<file path="config.mk">
export PLATFORM = sky130hd
export DESIGN_NAME = hdmi_pixel_proc
export DESIGN_NICKNAME = d
export VERILOG_FILES = /design/src/rtl/hdmi_proc_pkg.sv /design/src/rtl/rgb2gray_pipe.sv /design/src/rtl/hdmi_pixel_proc.sv
export SDC_FILE = /design/constraint.sdc
export NUM_CORES = 1
export LEC_CHECK = 0
export CORE_MARGIN = 1.5
export CORE_UTILIZATION = 55
export CTS_BUF_LIST = sky130_fd_sc_hd__clkbuf_8
export CTS_CLUSTER_DIAMETER = 60
export CTS_CLUSTER_SIZE = 16
export DETAILED_ROUTE_END_ITERATION = 8
export GPL_TIMING_DRIVEN = 0
export PLACE_DENSITY = 0.9
export SKIP_CTS_REPAIR_TIMING = 1
export SLEW_MARGIN = 20
export SYNTH_ARGS = -nofsm -noshare
export SYNTH_HDL_FRONTEND = slang
export SYNTH_SLANG_ARGS = --single-unit
</file>
<file path="constraint.sdc">
create_clock -name pixclk_in -period 4 [get_ports pixclk_in]
set_clock_uncertainty 0.2 [all_clocks]
set_input_delay 1.2 -clock pixclk_in [delete_from_list [all_inputs] [get_ports pixclk_in]]
set_output_delay 1.2 -clock pixclk_in [all_outputs]
set_load 0.02 [all_outputs]
</file>
<file path="src/rtl/hdmi_proc_pkg.sv">
// Shared types and constants for the HDMI pixel processor.
package hdmi_proc_pkg;

  typedef enum logic [1:0] {
    MODE_PASS = 2'd0,
    MODE_GRAY = 2'd1,
    MODE_BIN  = 2'd2,
    MODE_INV  = 2'd3
  } mode_e;

  typedef enum logic {
    ST_WAIT_FRAME = 1'b0,
    ST_RUN        = 1'b1
  } state_e;

  localparam int unsigned PIPE_LAT = 3;

  // Normalise a sync to "1 = active" given its polarity.
  function automatic logic sync_active(input logic sync, input bit pol);
    return sync ^ !pol;
  endfunction

endpackage

</file>
<file path="src/rtl/rgb2gray_pipe.sv">
// Two-stage weighted-sum luma pipeline with saturation; carries pixel, DE and syncs
// alongside so every output is aligned with o_gray.
module rgb2gray_pipe #(
  parameter int unsigned DW         = 8,
  parameter int unsigned COEF_R     = 306,
  parameter int unsigned COEF_G     = 601,
  parameter int unsigned COEF_B     = 117,
  parameter int unsigned COEF_SHIFT = 10
) (
  input  logic          i_clk,
  input  logic          i_rst_n,
  input  logic          i_vs,
  input  logic          i_hs,
  input  logic          i_de,
  input  logic [DW-1:0] i_r,
  input  logic [DW-1:0] i_g,
  input  logic [DW-1:0] i_b,
  output logic          o_vs,
  output logic          o_hs,
  output logic          o_de,
  output logic [DW-1:0] o_r,
  output logic [DW-1:0] o_g,
  output logic [DW-1:0] o_b,
  output logic [DW-1:0] o_gray
);

  localparam int unsigned PW = DW + 11;
  localparam int unsigned SW = PW + 2;
  localparam logic [SW-1:0] GRAY_MAX = {{(SW - DW){1'b0}}, {DW{1'b1}}};

  logic [PW-1:0] r_prod_r, r_prod_g, r_prod_b;
  logic          r_vs_d1, r_hs_d1, r_de_d1;
  logic [DW-1:0] r_r_d1, r_g_d1, r_b_d1;

  logic          r_vs_d2, r_hs_d2, r_de_d2;
  logic [DW-1:0] r_r_d2, r_g_d2, r_b_d2, r_gray_d2;

  logic [PW-1:0] w_prod_r, w_prod_g, w_prod_b;
  logic [SW-1:0] w_sum, w_shift;
  logic [DW-1:0] w_gray;

  assign w_prod_r = PW'(i_r) * PW'(COEF_R);
  assign w_prod_g = PW'(i_g) * PW'(COEF_G);
  assign w_prod_b = PW'(i_b) * PW'(COEF_B);

  assign w_sum   = SW'(r_prod_r) + SW'(r_prod_g) + SW'(r_prod_b);
  assign w_shift = w_sum >> COEF_SHIFT;
  // Weights summing above 2^COEF_SHIFT can push the result past full scale.
  assign w_gray  = (w_shift > GRAY_MAX) ? {DW{1'b1}} : w_shift[DW-1:0];

  always_ff @(posedge i_clk or negedge i_rst_n) begin
    if (!i_rst_n) begin
      r_prod_r  <= '0;
      r_prod_g  <= '0;
      r_prod_b  <= '0;
      r_vs_d1   <= 1'b0;
      r_hs_d1   <= 1'b0;
      r_de_d1   <= 1'b0;
      r_r_d1    <= '0;
      r_g_d1    <= '0;
      r_b_d1    <= '0;
      r_vs_d2   <= 1'b0;
      r_hs_d2   <= 1'b0;
      r_de_d2   <= 1'b0;
      r_r_d2    <= '0;
      r_g_d2    <= '0;
      r_b_d2    <= '0;
      r_gray_d2 <= '0;
    end else begin
      r_prod_r  <= w_prod_r;
      r_prod_g  <= w_prod_g;
      r_prod_b  <= w_prod_b;
      r_vs_d1   <= i_vs;
      r_hs_d1   <= i_hs;
      r_de_d1   <= i_de;
      r_r_d1    <= i_r;
      r_g_d1    <= i_g;
      r_b_d1    <= i_b;
      r_vs_d2   <= r_vs_d1;
      r_hs_d2   <= r_hs_d1;
      r_de_d2   <= r_de_d1;
      r_r_d2    <= r_r_d1;
      r_g_d2    <= r_g_d1;
      r_b_d2    <= r_b_d1;
      r_gray_d2 <= w_gray;
    end
  end

  assign o_vs   = r_vs_d2;
  assign o_hs   = r_hs_d2;
  assign o_de   = r_de_d2;
  assign o_r    = r_r_d2;
  assign o_g    = r_g_d2;
  assign o_b    = r_b_d2;
  assign o_gray = r_gray_d2;

endmodule

</file>
<file path="src/rtl/hdmi_pixel_proc.sv">
// Mode-selectable HDMI pixel processor: frame-synchronous config, 3-cycle pipeline.
// Define HDMI_PROC_STATS_EN to build the per-frame pixel count / luma sum statistics.
module hdmi_pixel_proc
  import hdmi_proc_pkg::*;
#(
  parameter int unsigned DW         = 8,
  parameter int unsigned COEF_R     = 306,
  parameter int unsigned COEF_G     = 601,
  parameter int unsigned COEF_B     = 117,
  parameter int unsigned COEF_SHIFT = 10,
  parameter bit          VS_POL     = 1'b1,
  parameter int unsigned CNT_W      = 24,
  parameter int unsigned SUM_W      = 32
) (
  input  logic             pixclk_in,
  input  logic             rst_n,
  input  logic [1:0]       cfg_mode,
  input  logic [DW-1:0]    cfg_thresh,
  input  logic             vs_in,
  input  logic             hs_in,
  input  logic             de_in,
  input  logic [DW-1:0]    r_in,
  input  logic [DW-1:0]    g_in,
  input  logic [DW-1:0]    b_in,
  output logic             pixclk_out,
  output logic             vs_out,
  output logic             hs_out,
  output logic             de_out,
  output logic [DW-1:0]    r_out,
  output logic [DW-1:0]    g_out,
  output logic [DW-1:0]    b_out,
  output logic [CNT_W-1:0] frame_pix_cnt,
  output logic [SUM_W-1:0] frame_luma_sum,
  output logic             stats_valid
);

  logic          w_vs_d2, w_hs_d2, w_de_d2;
  logic [DW-1:0] w_r_d2, w_g_d2, w_b_d2, w_gray;

  rgb2gray_pipe #(
    .DW         (DW),
    .COEF_R     (COEF_R),
    .COEF_G     (COEF_G),
    .COEF_B     (COEF_B),
    .COEF_SHIFT (COEF_SHIFT)
  ) u_rgb2gray_pipe (
    .i_clk   (pixclk_in),
    .i_rst_n (rst_n),
    .i_vs    (vs_in),
    .i_hs    (hs_in),
    .i_de    (de_in),
    .i_r     (r_in),
    .i_g     (g_in),
    .i_b     (b_in),
    .o_vs    (w_vs_d2),
    .o_hs    (w_hs_d2),
    .o_de    (w_de_d2),
    .o_r     (w_r_d2),
    .o_g     (w_g_d2),
    .o_b     (w_b_d2),
    .o_gray  (w_gray)
  );

  state_e        r_state;
  mode_e         r_mode;
  logic [DW-1:0] r_thresh;
  logic          r_vs_out, r_hs_out, r_de_out;
  logic [DW-1:0] r_red, r_grn, r_blu;

  logic          w_fs, w_run;
  mode_e         w_mode;
  logic [DW-1:0] w_thresh, w_bin;
  logic [DW-1:0] w_red, w_grn, w_blu;

  // r_vs_out is the S2 vs one cycle later, so it doubles as the edge-detect history.
  assign w_fs = sync_active(w_vs_d2, VS_POL) & ~sync_active(r_vs_out, VS_POL);

  // The fs cycle already belongs to the new frame, so it sees the new config and state.
  assign w_mode   = w_fs ? mode_e'(cfg_mode) : r_mode;
  assign w_thresh = w_fs ? cfg_thresh : r_thresh;
  assign w_run    = (r_state == ST_RUN) | w_fs;
  assign w_bin    = (w_gray >= w_thresh) ? {DW{1'b1}} : '0;

  always_comb begin
    w_red = '0;
    w_grn = '0;
    w_blu = '0;
    if (w_run && w_de_d2) begin
      unique case (w_mode)
        MODE_PASS: begin
          w_red = w_r_d2;
          w_grn = w_g_d2;
          w_blu = w_b_d2;
        end
        MODE_GRAY: begin
          w_red = w_gray;
          w_grn = w_gray;
          w_blu = w_gray;
        end
        MODE_BIN: begin
          w_red = w_bin;
          w_grn = w_bin;
          w_blu = w_bin;
        end
        MODE_INV: begin
          w_red = ~w_r_d2;
          w_grn = ~w_g_d2;
          w_blu = ~w_b_d2;
        end
      endcase
    end
  end

  always_ff @(posedge pixclk_in or negedge rst_n) begin
    if (!rst_n) begin
      r_state  <= ST_WAIT_FRAME;
      r_mode   <= MODE_PASS;
      r_thresh <= '0;
      r_vs_out <= 1'b0;
      r_hs_out <= 1'b0;
      r_de_out <= 1'b0;
      r_red    <= '0;
      r_grn    <= '0;
      r_blu    <= '0;
    end else begin
      r_vs_out <= w_vs_d2;
      r_hs_out <= w_hs_d2;
      r_de_out <= w_run & w_de_d2;
      r_red    <= w_red;
      r_grn    <= w_grn;
      r_blu    <= w_blu;
      if (w_fs) begin
        r_mode   <= mode_e'(cfg_mode);
        r_thresh <= cfg_thresh;
      end
      unique case (r_state)
        ST_WAIT_FRAME: if (w_fs) r_state <= ST_RUN;
        ST_RUN:        r_state <= ST_RUN;
      endcase
    end
  end

  assign pixclk_out = pixclk_in;
  assign vs_out     = r_vs_out;
  assign hs_out     = r_hs_out;
  assign de_out     = r_de_out;
  assign r_out      = r_red;
  assign g_out      = r_grn;
  assign b_out      = r_blu;

`ifdef HDMI_PROC_STATS_EN
  logic [CNT_W-1:0] r_pix_cnt, r_frame_cnt;
  logic [SUM_W-1:0] r_luma_sum, r_frame_sum;
  logic             r_stats_valid;

  logic [SUM_W:0]   w_sum_add;
  logic [SUM_W-1:0] w_sum_sat, w_gray_ext;
  logic [CNT_W-1:0] w_cnt_sat;

  assign w_gray_ext = SUM_W'(w_gray);
  assign w_sum_add  = {1'b0, r_luma_sum} + {1'b0, w_gray_ext};
  assign w_sum_sat  = w_sum_add[SUM_W] ? {SUM_W{1'b1}} : w_sum_add[SUM_W-1:0];
  assign w_cnt_sat  = (&r_pix_cnt) ? r_pix_cnt : r_pix_cnt + CNT_W'(1);

  always_ff @(posedge pixclk_in or negedge rst_n) begin
    if (!rst_n) begin
      r_pix_cnt     <= '0;
      r_luma_sum    <= '0;
      r_frame_cnt   <= '0;
      r_frame_sum   <= '0;
      r_stats_valid <= 1'b0;
    end else begin
      r_stats_valid <= 1'b0;
      if (w_fs) begin
        // The very first fs only starts counting; there is no finished frame to report.
        if (r_state == ST_RUN) begin
          r_frame_cnt   <= r_pix_cnt;
          r_frame_sum   <= r_luma_sum;
          r_stats_valid <= 1'b1;
        end
        r_pix_cnt  <= w_de_d2 ? CNT_W'(1) : '0;
        r_luma_sum <= w_de_d2 ? w_gray_ext : '0;
      end else if ((r_state == ST_RUN) && w_de_d2) begin
        r_pix_cnt  <= w_cnt_sat;
        r_luma_sum <= w_sum_sat;
      end
    end
  end

  assign frame_pix_cnt  = r_frame_cnt;
  assign frame_luma_sum = r_frame_sum;
  assign stats_valid    = r_stats_valid;
`else
  assign frame_pix_cnt  = '0;
  assign frame_luma_sum = '0;
  assign stats_valid    = 1'b0;
`endif

endmodule
</file>
==> impl_metrics.prom, run 1 <==
# TYPE chip_impl_metric gauge
chip_impl_metric{name="n_antenna_cell",unit=""} 0
chip_impl_metric{name="grt-ovfl-total",unit=""} 0
chip_impl_info{name="crit_path_end_kind",value="flop"} 1
chip_impl_info{name="worstSetupPathType",value="flop to flop"} 1
chip_impl_metric{name="finalWorstPathRequiredPeriod",unit="ns"} 4.32
chip_impl_metric{name="reg2regPathDepth",unit=""} 17
chip_impl_metric{name="pin_count",unit=""} 124
chip_impl_metric{name="vias",unit=""} 6967
chip_impl_metric{name="core_area",unit="um^2"} 16700
chip_impl_info{name="synth_area_leaders",value="sky130_fd_sc_hd__dfrtp_1 (37%), sky130_fd_sc_hd__ha_1 (21%), sky130_fd_sc_hd__fa_1 (7.4%), sky130_fd_sc_hd__buf_4 (4.7%), sky130_fd_sc_hd__inv_1 (4.4%)"} 1
chip_impl_metric{name="clk_pin_slew",unit="ns"} 0.08
chip_impl_metric{name="grt_pass1_vias",unit=""} 6662
chip_impl_metric{name="synthCells",unit=""} 862
chip_impl_metric{name="route.detailed.wl_per_inst",unit="um"} 17.5
chip_impl_metric{name="critical_path_max_stage_delay",unit="ns"} 0.49
chip_impl_info{name="synth_top_flop_cell",value="sky130_fd_sc_hd__dfrtp_1"} 1
chip_impl_metric{name="yosysSeqAreaShare",unit=""} 0.372
chip_impl_info{name="cts_tree",value="built"} 1
chip_impl_metric{name="largest_net_degree_at_the_start_of_global_routing",unit=""} 74
chip_impl_metric{name="max_slew.worst_pin.slew",unit="ns"} 0.630
chip_impl_metric{name="io_buffer_count",unit=""} 66
chip_impl_metric{name="place_ws",unit="ns"} -1.35
chip_impl_metric{name="netlist.area_leader.share",unit=""} 0.372
chip_impl_info{name="cp_cell_sequence",value="ha_4 -> inv_1 -> fa_2 -> nor2b_4 -> o2111ai_2 -> nand3_2 -> nand2_2 -> inv_2 -> a21o_1 -> a21oi_1 -> xnor2_1 -> ha_1 -> a21oi_2 -> nor2b_1 -> o311a_4 -> a32oi_4 -> nand2_1"} 1
chip_impl_metric{name="power_leakage",unit="nW"} 5.89
chip_impl_info{name="synth_top_cell_by_area",value="sky130_fd_sc_hd__dfrtp_1"} 1
chip_impl_metric{name="floorplan.die_area",unit="um^2"} 18000
chip_impl_info{name="status",value="complete, but fails checks"} 1
chip_impl_metric{name="final_min_period_over_clock_period",unit=""} 1.08
chip_impl_info{name="mostFrequentLayoutCell",value="sky130_fd_sc_hd__dfrtp_1"} 1
chip_impl_metric{name="async_flop_share",unit=""} 1.00
chip_impl_metric{name="timing.max_slew.rel_slack",unit=""} 0.568
chip_impl_info{name="largest_register",value="u_rgb2gray_pipe.r_prod_g"} 1
chip_impl_metric{name="timing.hold.ws",unit="ns"} 0.149
chip_impl_metric{name="drc_errors",unit=""} 0
chip_impl_info{name="largest_registers",value="u_rgb2gray_pipe.r_prod_g (15), u_rgb2gray_pipe.r_prod_b (13), u_rgb2gray_pipe.r_prod_r (13)"} 1
chip_impl_metric{name="routed_wirelength",unit="um"} 22200
chip_impl_metric{name="routed_via_density",unit=""} 5.51
chip_impl_metric{name="fp.dieH",unit="um"} 134
chip_impl_metric{name="critical_path_peak_fanout",unit=""} 7
chip_impl_metric{name="peakVddDrop",unit="uV"} 548
chip_impl_metric{name="grt_antenna_before_repair",unit=""} 0
chip_impl_metric{name="yosys_warnings",unit=""} 0
chip_impl_metric{name="pwr_density_cell",unit="nW/um^2"} 783
chip_impl_metric{name="grt_pass1_wl",unit="um"} 32400
chip_impl_metric{name="hold_violations",unit=""} 0
chip_impl_info{name="layout.cells.most_common_list",value="sky130_fd_sc_hd__dfrtp_1 (139), sky130_fd_sc_hd__ha_1 (129), sky130_fd_sc_hd__inv_1 (97)"} 1
chip_impl_metric{name="holdPathStages",unit=""} 0
chip_impl_metric{name="edff_count_synth",unit=""} 0
chip_impl_metric{name="max_cap_violations",unit=""} 0
chip_impl_metric{name="dr.first_iter.drc_count",unit=""} 570
chip_impl_info{name="timing.hold.worst.class",value="flop to flop"} 1
chip_impl_metric{name="area_growth",unit="%"} 25.0
chip_impl_metric{name="detailedPlacementHpwl",unit="um"} 14900
chip_impl_metric{name="synth_area",unit="um^2"} 9480
chip_impl_metric{name="critical_path_data_required_time",unit="ns"} 4.22
chip_impl_info{name="critPathLaunchType",value="flop"} 1
chip_impl_metric{name="layout.nets",unit=""} 1263
chip_impl_metric{name="finalSetupViolations",unit=""} 13
chip_impl_metric{name="dieWidth",unit="um"} 134
chip_impl_metric{name="drt_pre_antenna_iters",unit=""} 7
chip_impl_metric{name="globalRouteTotalUtil",unit=""} 0.231
chip_impl_info{name="grt_setup_unrepaired",value="yes"} 1
chip_impl_metric{name="finalWorstSetupSlack",unit="ns"} -0.316
chip_impl_metric{name="flops_latches_synth",unit=""} 141
chip_impl_metric{name="fin_setup_tns",unit="ns"} -2.95
chip_impl_info{name="violations",value="negative setup slack"} 1
chip_impl_info{name="cp_slowest_cell",value="sky130_fd_sc_hd__dfrtp_1"} 1
chip_impl_metric{name="netlist-cell-type-count",unit=""} 61
chip_impl_metric{name="largest_register_ffs",unit=""} 15
chip_impl_metric{name="core.rowCount",unit=""} 47
chip_impl_metric{name="drive_gt1_frac",unit=""} 0.238
chip_impl_metric{name="synth_area_per_cell",unit="um^2"} 11.0
chip_impl_metric{name="worstPathArrival",unit="ns"} 4.54
chip_impl_metric{name="timing.fmax",unit="MHz"} 232
chip_impl_metric{name="floorplan.initialDensity",unit=""} 0.568
chip_impl_metric{name="clock_latency",unit="ns"} 0.56
chip_impl_metric{name="place.gp.congestion",unit=""} 0.837
chip_impl_metric{name="slew_viol_final",unit=""} 0
chip_impl_metric{name="antenna_violating_nets_post_route",unit=""} 0
## report_power, final
part	internal (mW)	switching (mW)
Clock	0.719	0.621
Sequential	1.78	0.237
Combinational	2.60	3.32
## layout make-up
type | instances | area, um^2
flip-flops and latches | 141 | 3530
well taps | 220 | 275
multi-input cells | 593 | 5760
clock inverters | 15 | 188
plain buffers | 72 | 497
fillers | 1079 | 4850
clock buffers | 21 | 288
inverters | 112 | 420
repair buffers | 91 | 892
## per-stage QoR
| stage | cells | instance area, um^2 | utilization | power, mW |
|---|---|---|---|---|
| 6_report | 1265 | 11900 | 0.710 | 9.28 |
| 5_1_grt | 1265 | 11900 | 0.710 | 9.86 |
| 4_1_cts | 1240 | 11400 | 0.683 | 8.34 |
| 3_5_place_dp | 1205 | 11000 | 0.656 | 6.93 |
| 3_3_place_gp | 1204 | 10900 | 0.654 | 6.65 |
| 2_1_floorplan | 918 | 9980 | - | 5.80 |
## worst paths after layout
| kind | startpoint | endpoint | slack (ns) |
|---|---|---|---|
| worst min-delay path | u_rgb2gray_pipe.r_b_d1[7] | u_rgb2gray_pipe.o_b[7] | 0.15 |
| worst min register to register | u_rgb2gray_pipe.r_b_d1[7] | u_rgb2gray_pipe.o_b[7] | 0.15 |
| worst max register to register | u_rgb2gray_pipe.r_r_d1[0] | u_rgb2gray_pipe.o_gray[5] | -0.32 |
| max in group asynchronous | rst_n | u_rgb2gray_pipe.r_r_d1[1] | 2.50 |
| min in group asynchronous | rst_n | r_thresh[0] | 0.38 |
| worst max-delay path | u_rgb2gray_pipe.r_r_d1[0] | u_rgb2gray_pipe.o_gray[5] | -0.32 |
## kinds of logic after synthesis
logic type | after synthesis | share of synthesized area
AND/OR/NAND/NOR | 104 | 0.0551
multiplexers | 10 | 0.0108
buffers and inverters | 184 | 0.0964
flip-flops | 141 | 0.372
other | 1 | 0.000395
adder cells (fa/ha/maj) | 192 | 0.281
AO/OA/AOI/OAI | 180 | 0.137
XOR/XNOR | 50 | 0.0470
## per-layer routing
layer / vias up / GRT usage / routed length [um]
li1: 3189 / - / -
met1: 3345 / 0.271 / 8450
met2: 338 / 0.410 / 11200
met3: 95 / 0.0506 / 1530
met4: 0 / 0.0932 / 988
met5: - / 0 / 0
## synth_stat cells (2+ instances only)
library cell	count
sky130_fd_sc_hd__xor2_1	12
sky130_fd_sc_hd__a31oi_1	2
sky130_fd_sc_hd__clkbuf_1	9
sky130_fd_sc_hd__o31ai_1	3
sky130_fd_sc_hd__a41oi_1	2
sky130_fd_sc_hd__o21ai_1	5
sky130_fd_sc_hd__a21o_1	14
sky130_fd_sc_hd__ha_1	157
sky130_fd_sc_hd__nor2b_1	8
sky130_fd_sc_hd__buf_4	59
sky130_fd_sc_hd__buf_2	2
sky130_fd_sc_hd__mux2_2	2
sky130_fd_sc_hd__xnor2_1	37
sky130_fd_sc_hd__nand2_1	34
sky130_fd_sc_hd__o21ai_2	3
sky130_fd_sc_hd__o21bai_1	8
sky130_fd_sc_hd__nor2_1	24
sky130_fd_sc_hd__inv_1	112
sky130_fd_sc_hd__and3_1	3
sky130_fd_sc_hd__a211oi_1	2
sky130_fd_sc_hd__nor3_1	7
sky130_fd_sc_hd__dfrtp_1	141
sky130_fd_sc_hd__mux2i_1	8
sky130_fd_sc_hd__o31a_1	2
sky130_fd_sc_hd__o2bb2ai_1	2
sky130_fd_sc_hd__nand2b_1	6
sky130_fd_sc_hd__or2_2	4
sky130_fd_sc_hd__a21oi_1	58
sky130_fd_sc_hd__a221oi_1	24
sky130_fd_sc_hd__a21boi_0	24
sky130_fd_sc_hd__o21ai_0	8
sky130_fd_sc_hd__o211ai_1	5
sky130_fd_sc_hd__buf_1	2
sky130_fd_sc_hd__fa_1	35
sky130_fd_sc_hd__nand3_1	9
sky130_fd_sc_hd__o21a_1	4
## critical path, delay by kind of cell, from the launching register on
kind / cells / cell delay (ns)
compound gates: 6 / 1.46
xor+xnor: 1 / 0.31
fa+ha+maj: 3 / 0.95
buf+inv: 2 / 0.14
flops: 1 / 0.49
simple gates: 5 / 0.63
Note: power is estimated with default switching activity, not from simulation.
==> run 2: changes to the inputs <==
==> constraint.sdc (replaced) <==
create_clock -name pixclk_in -period 4.2 [get_ports pixclk_in]
set_clock_uncertainty 0.2 [all_clocks]
set_input_delay 1.26 -clock pixclk_in [delete_from_list [all_inputs] [get_ports pixclk_in]]
set_output_delay 1.26 -clock pixclk_in [all_outputs]
set_load 0.02 [all_outputs]
==> impl_metrics.prom, run 2 (synthesis results as in run 1) <==
# TYPE chip_impl_metric gauge
chip_impl_metric{name="floorplan.die_area",unit="um^2"} 18000
chip_impl_metric{name="timing.max_slew.rel_slack",unit=""} 0.525
chip_impl_metric{name="max_slew.worst_pin.slew",unit="ns"} 0.693
chip_impl_metric{name="hold_violations",unit=""} 0
chip_impl_metric{name="largest_register_ffs",unit=""} 15
chip_impl_metric{name="reg2regPathDepth",unit=""} 17
chip_impl_metric{name="final_cells",unit=""} 1252
chip_impl_info{name="cp_slowest_cell",value="sky130_fd_sc_hd__fa_1"} 1
chip_impl_info{name="largest_registers",value="u_rgb2gray_pipe.r_prod_g (15), u_rgb2gray_pipe.r_prod_b (13), u_rgb2gray_pipe.r_prod_r (13)"} 1
chip_impl_metric{name="clk_pin_slew",unit="ns"} 0.08
chip_impl_info{name="largest_register",value="u_rgb2gray_pipe.r_prod_g"} 1
chip_impl_metric{name="fin_setup_tns",unit="ns"} -0.127
chip_impl_metric{name="finalSetupViolations",unit=""} 1
chip_impl_metric{name="n_antenna_cell",unit=""} 0
chip_impl_metric{name="critical_path_peak_fanout",unit=""} 3
chip_impl_metric{name="peakVddDrop",unit="uV"} 586
chip_impl_metric{name="place.gp.congestion",unit=""} 0.897
chip_impl_metric{name="clock_latency",unit="ns"} 0.57
chip_impl_info{name="mostFrequentLayoutCell",value="sky130_fd_sc_hd__ha_1"} 1
chip_impl_metric{name="routed_wirelength",unit="um"} 19200
chip_impl_metric{name="layout.nets",unit=""} 1250
chip_impl_metric{name="fp.dieH",unit="um"} 134
chip_impl_metric{name="pwr_density_cell",unit="nW/um^2"} 698
chip_impl_metric{name="power_leakage",unit="nW"} 5.82
chip_impl_metric{name="total_power",unit="mW"} 7.99
chip_impl_metric{name="drt_pre_antenna_iters",unit=""} 5
chip_impl_metric{name="worstPathArrival",unit="ns"} 4.60
chip_impl_metric{name="dieWidth",unit="um"} 134
chip_impl_info{name="timing.hold.worst.class",value="flop to flop"} 1
chip_impl_metric{name="core.rowCount",unit=""} 47
chip_impl_metric{name="routed_via_density",unit=""} 5.30
chip_impl_info{name="timing.rr.start",value="u_rgb2gray_pipe.r_g_d1[1]"} 1
chip_impl_metric{name="grt_antenna_before_repair",unit=""} 0
chip_impl_info{name="timing.hold.worst.start",value="u_rgb2gray_pipe.r_r_d1[6]"} 1
chip_impl_metric{name="grt_pass1_wl",unit="um"} 30800
chip_impl_info{name="violations",value="negative setup slack"} 1
chip_impl_metric{name="final_core_util",unit=""} 0.686
chip_impl_metric{name="drive_gt1_frac",unit=""} 0.183
chip_impl_metric{name="groute.layer.met3.usage",unit=""} 0.0454
chip_impl_metric{name="gr-usage-met1",unit=""} 0.259
chip_impl_metric{name="met2_track_utilization_from_global_routing",unit=""} 0.391
chip_impl_metric{name="grt_pass1_vias",unit=""} 6577
chip_impl_metric{name="drc_errors",unit=""} 0
chip_impl_info{name="worstSetupPathType",value="primary input to flop"} 1
chip_impl_metric{name="floorplan.initialDensity",unit=""} 0.568
chip_impl_metric{name="area_growth",unit="%"} 20.8
chip_impl_info{name="worst_hold_path.endpoint",value="u_rgb2gray_pipe.o_r[6]"} 1
chip_impl_metric{name="slew_viol_final",unit=""} 0
chip_impl_metric{name="dr.first_iter.drc_count",unit=""} 371
chip_impl_metric{name="largest_net_degree_at_the_start_of_global_routing",unit=""} 110
chip_impl_info{name="gr-max-usage-layer",value="met2"} 1
chip_impl_metric{name="max_cap_violations",unit=""} 0
chip_impl_info{name="r2r-end",value="u_rgb2gray_pipe.o_gray[0]"} 1
chip_impl_info{name="crit_path_end_kind",value="flop"} 1
chip_impl_metric{name="finalWorstPathRequiredPeriod",unit="ns"} 4.33
chip_impl_metric{name="antenna_violating_nets_post_route",unit=""} 0
chip_impl_metric{name="globalRouteTotalUtil",unit=""} 0.218
chip_impl_metric{name="layout.cell_area.non_filler",unit="um^2"} 11500
chip_impl_metric{name="critical_path_max_stage_delay",unit="ns"} 0.52
chip_impl_metric{name="placed_cells",unit=""} 1205
chip_impl_metric{name="dp_area",unit="um^2"} 10900
chip_impl_metric{name="io_buffer_count",unit=""} 66
chip_impl_metric{name="rrSetupSlack",unit="ns"} 0.16
chip_impl_metric{name="detailedPlacementHpwl",unit="um"} 14700
chip_impl_metric{name="final_min_period_over_clock_period",unit=""} 1.03
chip_impl_metric{name="vias",unit=""} 6638
chip_impl_metric{name="critical_path_data_required_time",unit="ns"} 4.48
chip_impl_metric{name="finalWorstSetupSlack",unit="ns"} -0.127
chip_impl_info{name="cts_tree",value="built"} 1
chip_impl_info{name="status",value="complete, but fails checks"} 1
chip_impl_info{name="critPathLaunchType",value="primary input"} 1
chip_impl_info{name="grt_setup_unrepaired",value="yes"} 1
chip_impl_metric{name="grt-ovfl-total",unit=""} 0
chip_impl_info{name="cp_cell_sequence",value="buf_8 -> fa_1 -> inv_1 -> fa_1 -> inv_1 -> ha_1 -> inv_1 -> fa_1 -> inv_2 -> ha_4 -> a21oi_4 -> o21bai_1 -> a21oi_2 -> o21ai_2 -> a21o_1 -> a21oi_2 -> xnor2_1"} 1
chip_impl_metric{name="core_area",unit="um^2"} 16700
chip_impl_metric{name="timing.fmax",unit="MHz"} 231
chip_impl_metric{name="holdPathStages",unit=""} 0
chip_impl_metric{name="route.detailed.wl_per_inst",unit="um"} 15.4
chip_impl_metric{name="pin_count",unit=""} 124
chip_impl_info{name="layout.cells.most_common_list",value="sky130_fd_sc_hd__ha_1 (142), sky130_fd_sc_hd__dfrtp_1 (141), sky130_fd_sc_hd__inv_1 (106)"} 1
run 2: cell types whose count changed in the layout (fill, tap and decap cells not counted), sizes merged:
cell           before  now
clkinvlp            1    3
clkdlybuf4s50      40   41
inv               118  117
bufinv              3    2
clkinv              5    4
buf                99   83
dlymetal6s2s        9   12
run 2: worst max path at each step:
stage               startpoint                            to  slack, ns  cells past startpoint
global route           b_in[0]  u_rgb2gray_pipe.r_prod_b[13]      -0.20                     17
CTS                    b_in[3]  u_rgb2gray_pipe.r_prod_b[13]      -0.66                     15
global placement         rst_n   u_rgb2gray_pipe.r_prod_r[9]      -3.35                      1
finish                 b_in[0]  u_rgb2gray_pipe.r_prod_b[13]      -0.13                     17
detailed placement     g_in[3]  u_rgb2gray_pipe.r_prod_g[17]      -1.13                     16
floorplan              b_in[0]  u_rgb2gray_pipe.r_prod_b[13]      -0.33                     16
run 2: worst max-delay path: cells and delay by family:
family / cells / cell delay (ns)
compound gates: 6 / 0.92
xor+xnor: 1 / 0.14
fa+ha+maj: 5 / 2.01
buf+inv: 5 / 0.29
run 2: where the power goes:
group	total (mW)	internal, mW	switching (mW)
combinational	4.90	2.21	2.69
sequential	1.91	1.70	0.213
clock	1.17	0.628	0.546
total	7.99	4.54	3.45
run 2: through the flow:
| stage | hold slack, ns | setup slack (ns) |
|---|---|---|
| 2_1_floorplan | 0.131 | -0.326 |
| 3_3_place_gp | 0.132 | -3.35 |
| 3_5_place_dp | 0.135 | -1.13 |
| 4_1_cts | 0.149 | -0.657 |
| 5_1_grt | 0.156 | -0.199 |
| 6_report | 0.149 | -0.127 |
run 2: cell type report:
type | count | area (um^2)
multi-input combinational | 593 | 5520
fill | 1157 | 5250
sequential | 141 | 3530
timing repair buffer | 78 | 771
buffer | 72 | 494
inverter | 112 | 420
clock buffer | 22 | 302
tap | 220 | 275
clock inverter | 14 | 144
run 2: per-layer routing:
metal	wire length, um	up-vias
li1	-	3171
met1	7880	3196
met2	9820	223
met3	1070	48
met4	478	0
met5	0	-
